[src/rtl/lsu_pkg.sv]
// lsu_pkg: shared definitions for the load/store memory port.
//   size_e    - access size encodings (byte / half / word / illegal)
//   state_e   - request FSM states
//   lane_mask - byte-lane write-enable mask for a size and byte offset
package lsu_pkg;

   typedef enum logic [1:0] {
      SZ_BYTE = 2'b00,
      SZ_HALF = 2'b01,
      SZ_WORD = 2'b10,
      SZ_ILL  = 2'b11
   } size_e;

   typedef enum logic [1:0] {
      ST_IDLE,
      ST_ISSUE,
      ST_WAIT,
      ST_RESP
   } state_e;

   function automatic logic [3:0] lane_mask(input size_e size, input logic [1:0] addr_lo);
      logic [3:0] m;
      case (size)
         SZ_BYTE: m = 4'b0001 << addr_lo;
         SZ_HALF: m = addr_lo[1] ? 4'b1100 : 4'b0011;
         SZ_WORD: m = 4'b1111;
         default: m = 4'b0000;
      endcase
      return m;
   endfunction

endpackage

[src/rtl/lsu_align.sv]
// lsu_align: combinational byte-lane steering for the load/store port.
// Ports:
//   size      in  2   access size (lsu_pkg::size_e encoding)
//   addr_lo   in  2   byte offset within the word (already aligned as needed)
//   uns       in  1   zero-extend loads when 1
//   wdata     in  32  right-aligned store data
//   rdata     in  32  raw SRAM read word
//   lane_we   out 4   byte-lane enables for a store
//   wdata_rep out 32  store data replicated across all lanes
//   rdata_ext out 32  load data shifted down and sign/zero extended
module lsu_align
   import lsu_pkg::*;
(
   input  logic [1:0]  size,
   input  logic [1:0]  addr_lo,
   input  logic        uns,
   input  logic [31:0] wdata,
   input  logic [31:0] rdata,
   output logic [3:0]  lane_we,
   output logic [31:0] wdata_rep,
   output logic [31:0] rdata_ext
);

   logic [31:0] shifted;

   always_comb begin
      lane_we   = lane_mask(size_e'(size), addr_lo);
      shifted   = rdata >> {addr_lo, 3'b000};
      wdata_rep = wdata;
      rdata_ext = shifted;
      case (size_e'(size))
         SZ_BYTE: begin
            wdata_rep = {4{wdata[7:0]}};
            rdata_ext = uns ? {24'h000000, shifted[7:0]}
                            : {{24{shifted[7]}}, shifted[7:0]};
         end
         SZ_HALF: begin
            wdata_rep = {2{wdata[15:0]}};
            rdata_ext = uns ? {16'h0000, shifted[15:0]}
                            : {{16{shifted[15]}}, shifted[15:0]};
         end
         default: begin
            wdata_rep = wdata;
            rdata_ext = shifted;
         end
      endcase
   end

endmodule

[src/rtl/lsu_mem_port.sv]
// lsu_mem_port: single-outstanding load/store adapter between the core's
// byte-addressed request channel and one port of the data SRAM.
// Optional build macro: LSU_MISALIGN_EXC_EN - when defined, misaligned half
// and word accesses are rejected with rsp_err; otherwise they are forced
// aligned by clearing the ignored low address bits.
// Ports:
//   clock, resetn            clock (rising edge), async active-low reset
//   req_valid/req_ready      request handshake (ready only in IDLE)
//   req_we, req_addr, req_size, req_unsigned, req_wdata  request fields
//   rsp_valid/rsp_ready      response handshake
//   rsp_rdata, rsp_err       extended load data / illegal-access flag
//   mem_addr, mem_wdata, mem_we  SRAM word address, data, byte enables
//   mem_rdata                SRAM read data, one cycle after mem_addr
module lsu_mem_port
   import lsu_pkg::*;
#(
   parameter int NBITS  = 32,
   parameter int LENGTH = 8192,
   parameter int AW     = $clog2(LENGTH/4)
) (
   input  logic             clock,
   input  logic             resetn,
   input  logic             req_valid,
   output logic             req_ready,
   input  logic             req_we,
   input  logic [31:0]      req_addr,
   input  logic [1:0]       req_size,
   input  logic             req_unsigned,
   input  logic [NBITS-1:0] req_wdata,
   output logic             rsp_valid,
   input  logic             rsp_ready,
   output logic [NBITS-1:0] rsp_rdata,
   output logic             rsp_err,
   output logic [AW-1:0]    mem_addr,
   output logic [NBITS-1:0] mem_wdata,
   output logic [3:0]       mem_we,
   input  logic [NBITS-1:0] mem_rdata
);

   localparam int LOG_LEN = $clog2(LENGTH);

   state_e           state_q, state_d;
   logic [AW+1:0]    addr_q;
   logic [1:0]       size_q;
   logic             we_q;
   logic             uns_q;
   logic [NBITS-1:0] wdata_q;

   logic             accept;
   logic             capture;
   logic             rsp_done;
   logic             oor;
   logic             illegal;
   logic [AW+1:0]    addr_fix;

   logic [3:0]       lane_we;
   logic [NBITS-1:0] wdata_rep;
   logic [NBITS-1:0] rdata_ext;

   // Request legality and the effective (possibly force-aligned) address.
   always_comb begin
      oor      = (req_addr >> LOG_LEN) != 32'd0;
      addr_fix = req_addr[AW+1:0];
`ifdef LSU_MISALIGN_EXC_EN
      illegal  = (size_e'(req_size) == SZ_ILL) || oor
              || ((size_e'(req_size) == SZ_HALF) && req_addr[0])
              || ((size_e'(req_size) == SZ_WORD) && (req_addr[1:0] != 2'b00));
`else
      illegal  = (size_e'(req_size) == SZ_ILL) || oor;
      if (size_e'(req_size) == SZ_HALF) begin
         addr_fix[0] = 1'b0;
      end else if (size_e'(req_size) == SZ_WORD) begin
         addr_fix[1:0] = 2'b00;
      end
`endif
   end

   // One steering block serves both the ISSUE (store lanes) and WAIT
   // (load extract) paths, since only one request is ever in flight.
   lsu_align u_align (
      .size      (size_q),
      .addr_lo   (addr_q[1:0]),
      .uns       (uns_q),
      .wdata     (wdata_q),
      .rdata     (mem_rdata),
      .lane_we   (lane_we),
      .wdata_rep (wdata_rep),
      .rdata_ext (rdata_ext)
   );

   assign mem_addr = addr_q[AW+1:2];

   always_ff @(posedge clock or negedge resetn) begin
      if (!resetn) begin
         state_q <= ST_IDLE;
      end else begin
         state_q <= state_d;
      end
   end

   // mem_we is decoded from the state register rather than registered, so an
   // asynchronous reset during ISSUE removes the write enable immediately.
   always_comb begin
      state_d   = state_q;
      req_ready = 1'b0;
      rsp_valid = 1'b0;
      mem_we    = '0;
      mem_wdata = '0;
      accept    = 1'b0;
      capture   = 1'b0;
      rsp_done  = 1'b0;
      case (state_q)
         ST_IDLE: begin
            req_ready = 1'b1;
            if (req_valid) begin
               accept  = 1'b1;
               state_d = illegal ? ST_RESP : ST_ISSUE;
            end
         end
         ST_ISSUE: begin
            if (we_q) begin
               mem_we    = lane_we;
               mem_wdata = wdata_rep;
               state_d   = ST_RESP;
            end else begin
               state_d   = ST_WAIT;
            end
         end
         ST_WAIT: begin
            capture = 1'b1;
            state_d = ST_RESP;
         end
         ST_RESP: begin
            rsp_valid = 1'b1;
            if (rsp_ready) begin
               rsp_done = 1'b1;
               state_d  = ST_IDLE;
            end
         end
         default: state_d = ST_IDLE;
      endcase
   end

   always_ff @(posedge clock or negedge resetn) begin
      if (!resetn) begin
         addr_q    <= '0;
         size_q    <= '0;
         we_q      <= 1'b0;
         uns_q     <= 1'b0;
         wdata_q   <= '0;
         rsp_rdata <= '0;
         rsp_err   <= 1'b0;
      end else begin
         if (accept) begin
            rsp_rdata <= '0;
            rsp_err   <= illegal;
            // An illegal request leaves the SRAM-side registers untouched.
            if (!illegal) begin
               addr_q  <= addr_fix;
               size_q  <= req_size;
               we_q    <= req_we;
               uns_q   <= req_unsigned;
               wdata_q <= req_wdata;
            end
         end
         if (capture) begin
            rsp_rdata <= rdata_ext;
         end
         if (rsp_done) begin
            rsp_rdata <= '0;
            rsp_err   <= 1'b0;
         end
      end
   end

endmodule

[config.mk]
export PLATFORM = sky130hd
export DESIGN_NAME = lsu_mem_port
export DESIGN_NICKNAME = d
export VERILOG_FILES = /design/src/rtl/lsu_pkg.sv /design/src/rtl/lsu_align.sv /design/src/rtl/lsu_mem_port.sv
export SDC_FILE = /design/constraint.sdc
export NUM_CORES = 1
export LEC_CHECK = 0
export CAP_MARGIN = 20
export CORE_MARGIN = 10
export CORE_UTILIZATION = 35
export DETAILED_ROUTE_END_ITERATION = 16
export PLACE_DENSITY = 0.66
export SYNTH_ARGS = -nofsm -noshare
export SYNTH_HDL_FRONTEND = slang
export SYNTH_HIERARCHICAL = 1
export SYNTH_SLANG_ARGS = --single-unit
[constraint.sdc]
create_clock -name clock -period 3.1 [get_ports clock]
set_input_delay 0.62 -clock clock [delete_from_list [all_inputs] [get_ports clock]]
set_output_delay 0.62 -clock clock [all_outputs]
set_load 0.02 [all_outputs]
==> flow_summary.toml, run 1 <==
[finish]
design_area_um2 = 7080
most-common-layout-cells = "clkdlybuf4s50_1 (184), dfrtp_1 (83), mux2_2 (69)"
drive_gt1_frac = 0.184
final_common_cell = "clkdlybuf4s50_1"
area_delta_synth_final_pct = 44.3
num-nets-final = 719
final_util = 0.512
diodes = 0

[sta]
slew_headroom = 0.305
slew_violations = 0
setup_ws_ns = 0.135
min_period_ns = 2.96
finalClockSkew_ns = 0.00671
tns_ns = 0
period_share = 0.956
hold_viol = 0
setup_viol = 0
rsz0062_at_grt = "false"
fmax_ghz = 0.337
tightest_slew_ns = 1.04

[floorplan]
initial_core_util = 0.355
dieArea_um2 = 19200
core_um2 = 13800
die_h_um = 138
rows = 43
ios = 186
die_w_um = 138

[synth]
syn_area_um2 = 4910
synth_edf_count = 0
seq_area_frac_synth = 0.428
syn_nets = 565
ys.flop_type = "dfrtp_1"
synth_cells = 456
async_flop_share = 1.00
ys_ff_latch = 84
ys_warn_count = 6
synth_cell_types = 45
syn_avg_cell_area_um2 = 10.8

[global_route]
track_usage = 0.167
grt_overflow = 0
grt_max_degree = 44
grt_pass1_vias = 4518
antenna_found_initial = 0
grt_pass1_wl_um = 26100

[placement]
dp_slack_ns = 0.296
placed_cell_area_um2 = 6780
hpwl_um = 11900
port_buffers = 185
gp_congestion = 0.871

[clock_network]
post_cts_buffers = 0
clkTransAtPathRegs_ns = 0.07
cts_htree_levels = 3
cts_root_buffer = "clkbuf_16"
cts_buffers = 9
cts_tree = "done"
clockBufferDepth = 2
cts.sinks = 84
clock_latency_ns = 0.35

[drt]
totalWireLength_um = 16300
ant_nets = 0
drc = 0
post_drt_via_cell_ratio = 5.24
avgRoutedWirePerCell_um = 20.5
first_pass_iters = 4
first_iter_violations = 314
vias = 4167

[job]
max_cap_violations = 0

[power_and_ir_drop]
p_leak_nw = 3.22
finalPower_mw = 3.92
power_density_nw_per_um2 = 553
ir_drop_v = 0.000319

[worst_setup_path]
reg2reg_from = "addr_q[0]"
rr_worst_depth = 5
cp_max_fo = 25
ff2ff_setup_slack_ns = 0.69
cp.required_ns = 2.48
rr_endpoint = "rsp_rdata[22]"
cp-start-kind = "flop"
arrival_ns = 2.34
endpoint_kind = "primary output"
crit_start = "size_q[1]"
critical_path_class = "flop to primary output"

[min_path]
worst_hold_path_type = "input pin to async pin"

[run_status]
status = "complete, no violations"
worst max path at each step:
stage / endpoint / slack, ns / cells past startpoint
after CTS: mem_wdata[19] / 0.09 / 4
final: mem_wdata[19] / 0.14 / 4
after global routing: mem_we[2] / 0.02 / 6
after global placement: mem_wdata[13] / 0.33 / 4
after floorplan: mem_wdata[14] / 0.88 / 5
after detailed placement: mem_wdata[13] / 0.30 / 4
through the flow:
| stage | std cells | hold WS, ns |
|---|---|---|
| floorplan | 456 | 0.324 |
| global placement | 779 | 0.471 |
| detailed placement | 779 | 0.483 |
| CTS | 795 | 0.289 |
| global route | 795 | 0.309 |
| finish | 795 | 0.259 |
kinds of logic after synthesis:
family,after synthesis,share of synthesized area
AO/OA/AOI/OAI,95,0.135
XOR/XNOR,2,0.00357
flip-flops,84,0.428
buffers and inverters,65,0.0767
AND/OR/NAND/NOR,111,0.134
adder cells (fa/ha/maj),5,0.0127
multiplexers,94,0.210
area by class of cell:
type                       instances  area (µm²)
timing repair buffer             199        1970
inverter                           9        33.8
sequential                        84        2100
clock buffer                      12         246
fill                            1258        6750
tap                              180         225
multi-input combinational        307        2460
clock inverter                     4        48.8
flip-flops by register name (all words and copies together) (netlist names):
| register | cells |
|---|---|
| size_q | 2 |
| rsp_err | 1 |
| state_q | 2 |
| we_q | 1 |
| rsp_rdata | 32 |
| wdata_q | 32 |
| uns_q | 1 |
| addr_q | 13 |
Yosys cell counts, drive strengths merged, types with 2 or more instances:
master,number,share of area
nand3,9,0.0092
nor2b,9,0.011
a22oi,7,0.011
a22o,32,0.057
nor4,4,0.0082
o21ai,11,0.011
nand2b,2,0.0025
nor2,4,0.0036
mux2,73,0.17
nand4,9,0.011
nor3,3,0.0054
a211oi,9,0.014
buf,39,0.057
or2,9,0.011
inv,9,0.0069
xnor2,2,0.0036
nand2,21,0.017
clkbuf,17,0.013
ha,5,0.013
dfrtp,84,0.43
mux2i,21,0.043
and3,36,0.046
a21oi,28,0.029
where the power goes:
group	internal [mW]	total (mW)	switching, mW	leakage (nW)
registers	1.27	1.38	0.110	1.13
logic	0.683	1.44	0.752	1.95
clock network	0.646	1.10	0.453	0.147
total	2.60	3.92	1.32	3.22
worst max-delay path, cell delays in order (launching register included):
cell             delay (ns)
dfrtp_2                0.53
buf_4                  0.35
mux2_2                 0.38
and3_1                 0.18
clkdlybuf4s50_1        0.54
what timing repair did:
action	in CTS	in global routing
endpoints found under the hold margin	0	0
gates resized for setup	2	0
endpoints found under the setup margin	12	0
hold buffers	0	0
per-layer routing:
| layer | vias to the layer above | global-route usage | part of all wire | routed length, µm |
|---|---|---|---|---|
| li1 | 1957 | - | - | - |
| met3 | 24 | 0.0596 | 0.085 | 1390 |
| met5 | - | 0 | 0 | 0 |
| met2 | 172 | 0.261 | 0.46 | 7520 |
| met4 | 0 | 0.0599 | 0.019 | 314 |
| met1 | 2014 | 0.208 | 0.43 | 7100 |
Power figures use the tool's default switching activity.
==> run 2: changes to the inputs <==
--- a/config.mk
+++ b/config.mk
@@ -5,11 +5,10 @@
 export SDC_FILE = /design/constraint.sdc
 export NUM_CORES = 1
 export LEC_CHECK = 0
-export CAP_MARGIN = 20
 export CORE_MARGIN = 10
-export CORE_UTILIZATION = 35
+export CORE_UTILIZATION = 48
 export DETAILED_ROUTE_END_ITERATION = 16
-export PLACE_DENSITY = 0.66
+export PLACE_DENSITY = 0.86
 export SYNTH_ARGS = -nofsm -noshare
 export SYNTH_HDL_FRONTEND = slang
 export SYNTH_HIERARCHICAL = 1
==> run 2 against run 1 <==
  * Clock skew grew 0.0028 ns
  * Critical endpoint is now mem_wdata[14]
  * Largest cell class unchanged
  * Worst hold slack got worse by 0.021 ns
  * Cell count is 5.9% lower
==> flow_summary.toml, run 2 (same netlist as run 1, synthesis figures left out) <==
[run_status]
status = "complete, no violations"

[finish]
num-nets-final = 719
design_area_um2 = 6970
reg_top3 = "rsp_rdata x32, wdata_q x32, addr_q x13"
multi_input_area_um2 = 2450
final_common_cell = "clkdlybuf4s50_1"
most-common-layout-cells = "clkdlybuf4s50_1 (184), dfrtp_1 (83), mux2_2 (69)"
final_util = 0.707
finalNonFillerCells = 748
diodes = 0
drive_gt1_frac = 0.187
area_delta_synth_final_pct = 42.0
nFillCells = 726
register_area_um2 = 2100

[worst_setup_path]
slowest_delay_ns = 0.54
cp_max_fo = 7
cp-start-kind = "flop"
crit_family = "simple AND/OR/NAND/NOR gates"
path_cells = "nor2_2, mux2_2, and3_1, clkdlybuf4s50_1"
arrival_ns = 2.37
critical_path_class = "flop to primary output"
path_buf_inv = 1
crit_slowest_cell = "clkdlybuf4s50_1"
endpoint_kind = "primary output"
cp.required_ns = 2.48

[floorplan]
die_w_um = 121
rows = 36
ios = 186
initial_core_util = 0.498
dieArea_um2 = 14700
core_um2 = 9860
die_h_um = 121

[global_route]
grt_pass1_vias = 4567
grt_max_degree = 45
antenna_found_initial = 0
grt_pass1_wl_um = 24800
grt_overflow = 0
track_usage = 0.211

[clock_network]
cts.sinks = 84
hold_buffers = 0
cts_tree = "done"
cts_root_buffer = "clkbuf_8"
cts_resized = 0
cts_buffers = 9
post_cts_buffers = 0
clkTransAtPathRegs_ns = 0.09
clockBufferDepth = 2
clock_latency_ns = 0.37
cts_htree_levels = 3

[power_and_ir_drop]
p_leak_nw = 3.20
finalPower_mw = 3.79
ir_drop_v = 0.000298
power_density_nw_per_um2 = 543

[placement]
gp_congestion = 0.853
hpwl_um = 11600
placed_cell_area_um2 = 6720
place_inst = 732
port_buffers = 185

[sta]
tightest_slew_ns = 0.995
period_share = 0.966
hold_viol = 0
setup_viol = 0
min_period_ns = 2.99
slew_headroom = 0.337
fmax_ghz = 0.334
slew_violations = 0
finalClockSkew_ns = 0.00956
rsz0062_at_grt = "true"
whs_ns = 0.239

[drt]
vias = 4256
totalWireLength_um = 15600
post_drt_via_cell_ratio = 5.69
ant_nets = 0
drc = 0
first_pass_iters = 5
avgRoutedWirePerCell_um = 20.8
first_iter_violations = 339

[job]
max_cap_violations = 0

[min_path]
worst_hold_path_type = "input pin to async pin"
## run 2: cell count changes in the layout (fill, tap and decap cells not counted), sizes merged
cell and delta:
bufinv +2, clkbuf -2, clkinvlp +1, clkinv -1
## run 2: final timing paths
| path | slack, ns | start | end | depth (start not counted) |
|---|---|---|---|---|
| min in group clock | 0.51 | wdata_q[28] | wdata_q[28] | 1 |
| worst min-delay path | 0.24 | resetn | rsp_rdata[17] | 1 |
| worst max-delay path | 0.11 | size_q[1] | mem_wdata[14] | 4 |
| max in group asynchronous | 2.16 | resetn | size_q[0] | 2 |
| worst max register to register | 0.74 | addr_q[0] | rsp_rdata[16] | 5 |
| worst min register to register | 0.51 | wdata_q[28] | wdata_q[28] | 1 |
## run 2: layout make-up
cell class | count | area share
Clock buffer | 10 | 0.0197
Clock inverter | 6 | 0.0160
Inverter | 9 | 0.00485
Multi-Input combinational cell | 307 | 0.352
Sequential cell | 84 | 0.302
Tap cell | 133 | 0.0239
Timing Repair Buffer | 199 | 0.282
## run 2: stage by stage
step	worst slack [ns]	TNS, ns
2_1_floorplan	0.882	0
3_3_place_gp	0.517	0
3_5_place_dp	0.493	0
4_1_cts	0.0793	0
5_1_grt	-0.0134	-0.0229
6_report	0.106	0
## run 2: routing by layer
metal	vias to the layer above	global-route usage	share of wire
li1	1962	-	-
met1	2058	0.244	0.39
met2	209	0.340	0.47
met3	27	0.0907	0.12
met4	0	0.0777	0.023
met5	-	0	0
## run 2: worst register-to-register path: stages (launching register included)
cell and delay, ns:
dfrtp_1 0.39, buf_4 0.38, and2b_1 0.40, nand4b_1 0.60, nand4_1 0.37, a22o_1 0.16
## run 2: report_power, final
group,total (mW),switching [mW],internal [mW],leakage (nW)
clock network,0.968,0.411,0.557,0.122
logic,1.44,0.752,0.683,1.95
registers,1.38,0.111,1.27,1.13
total,3.79,1.27,2.51,3.20
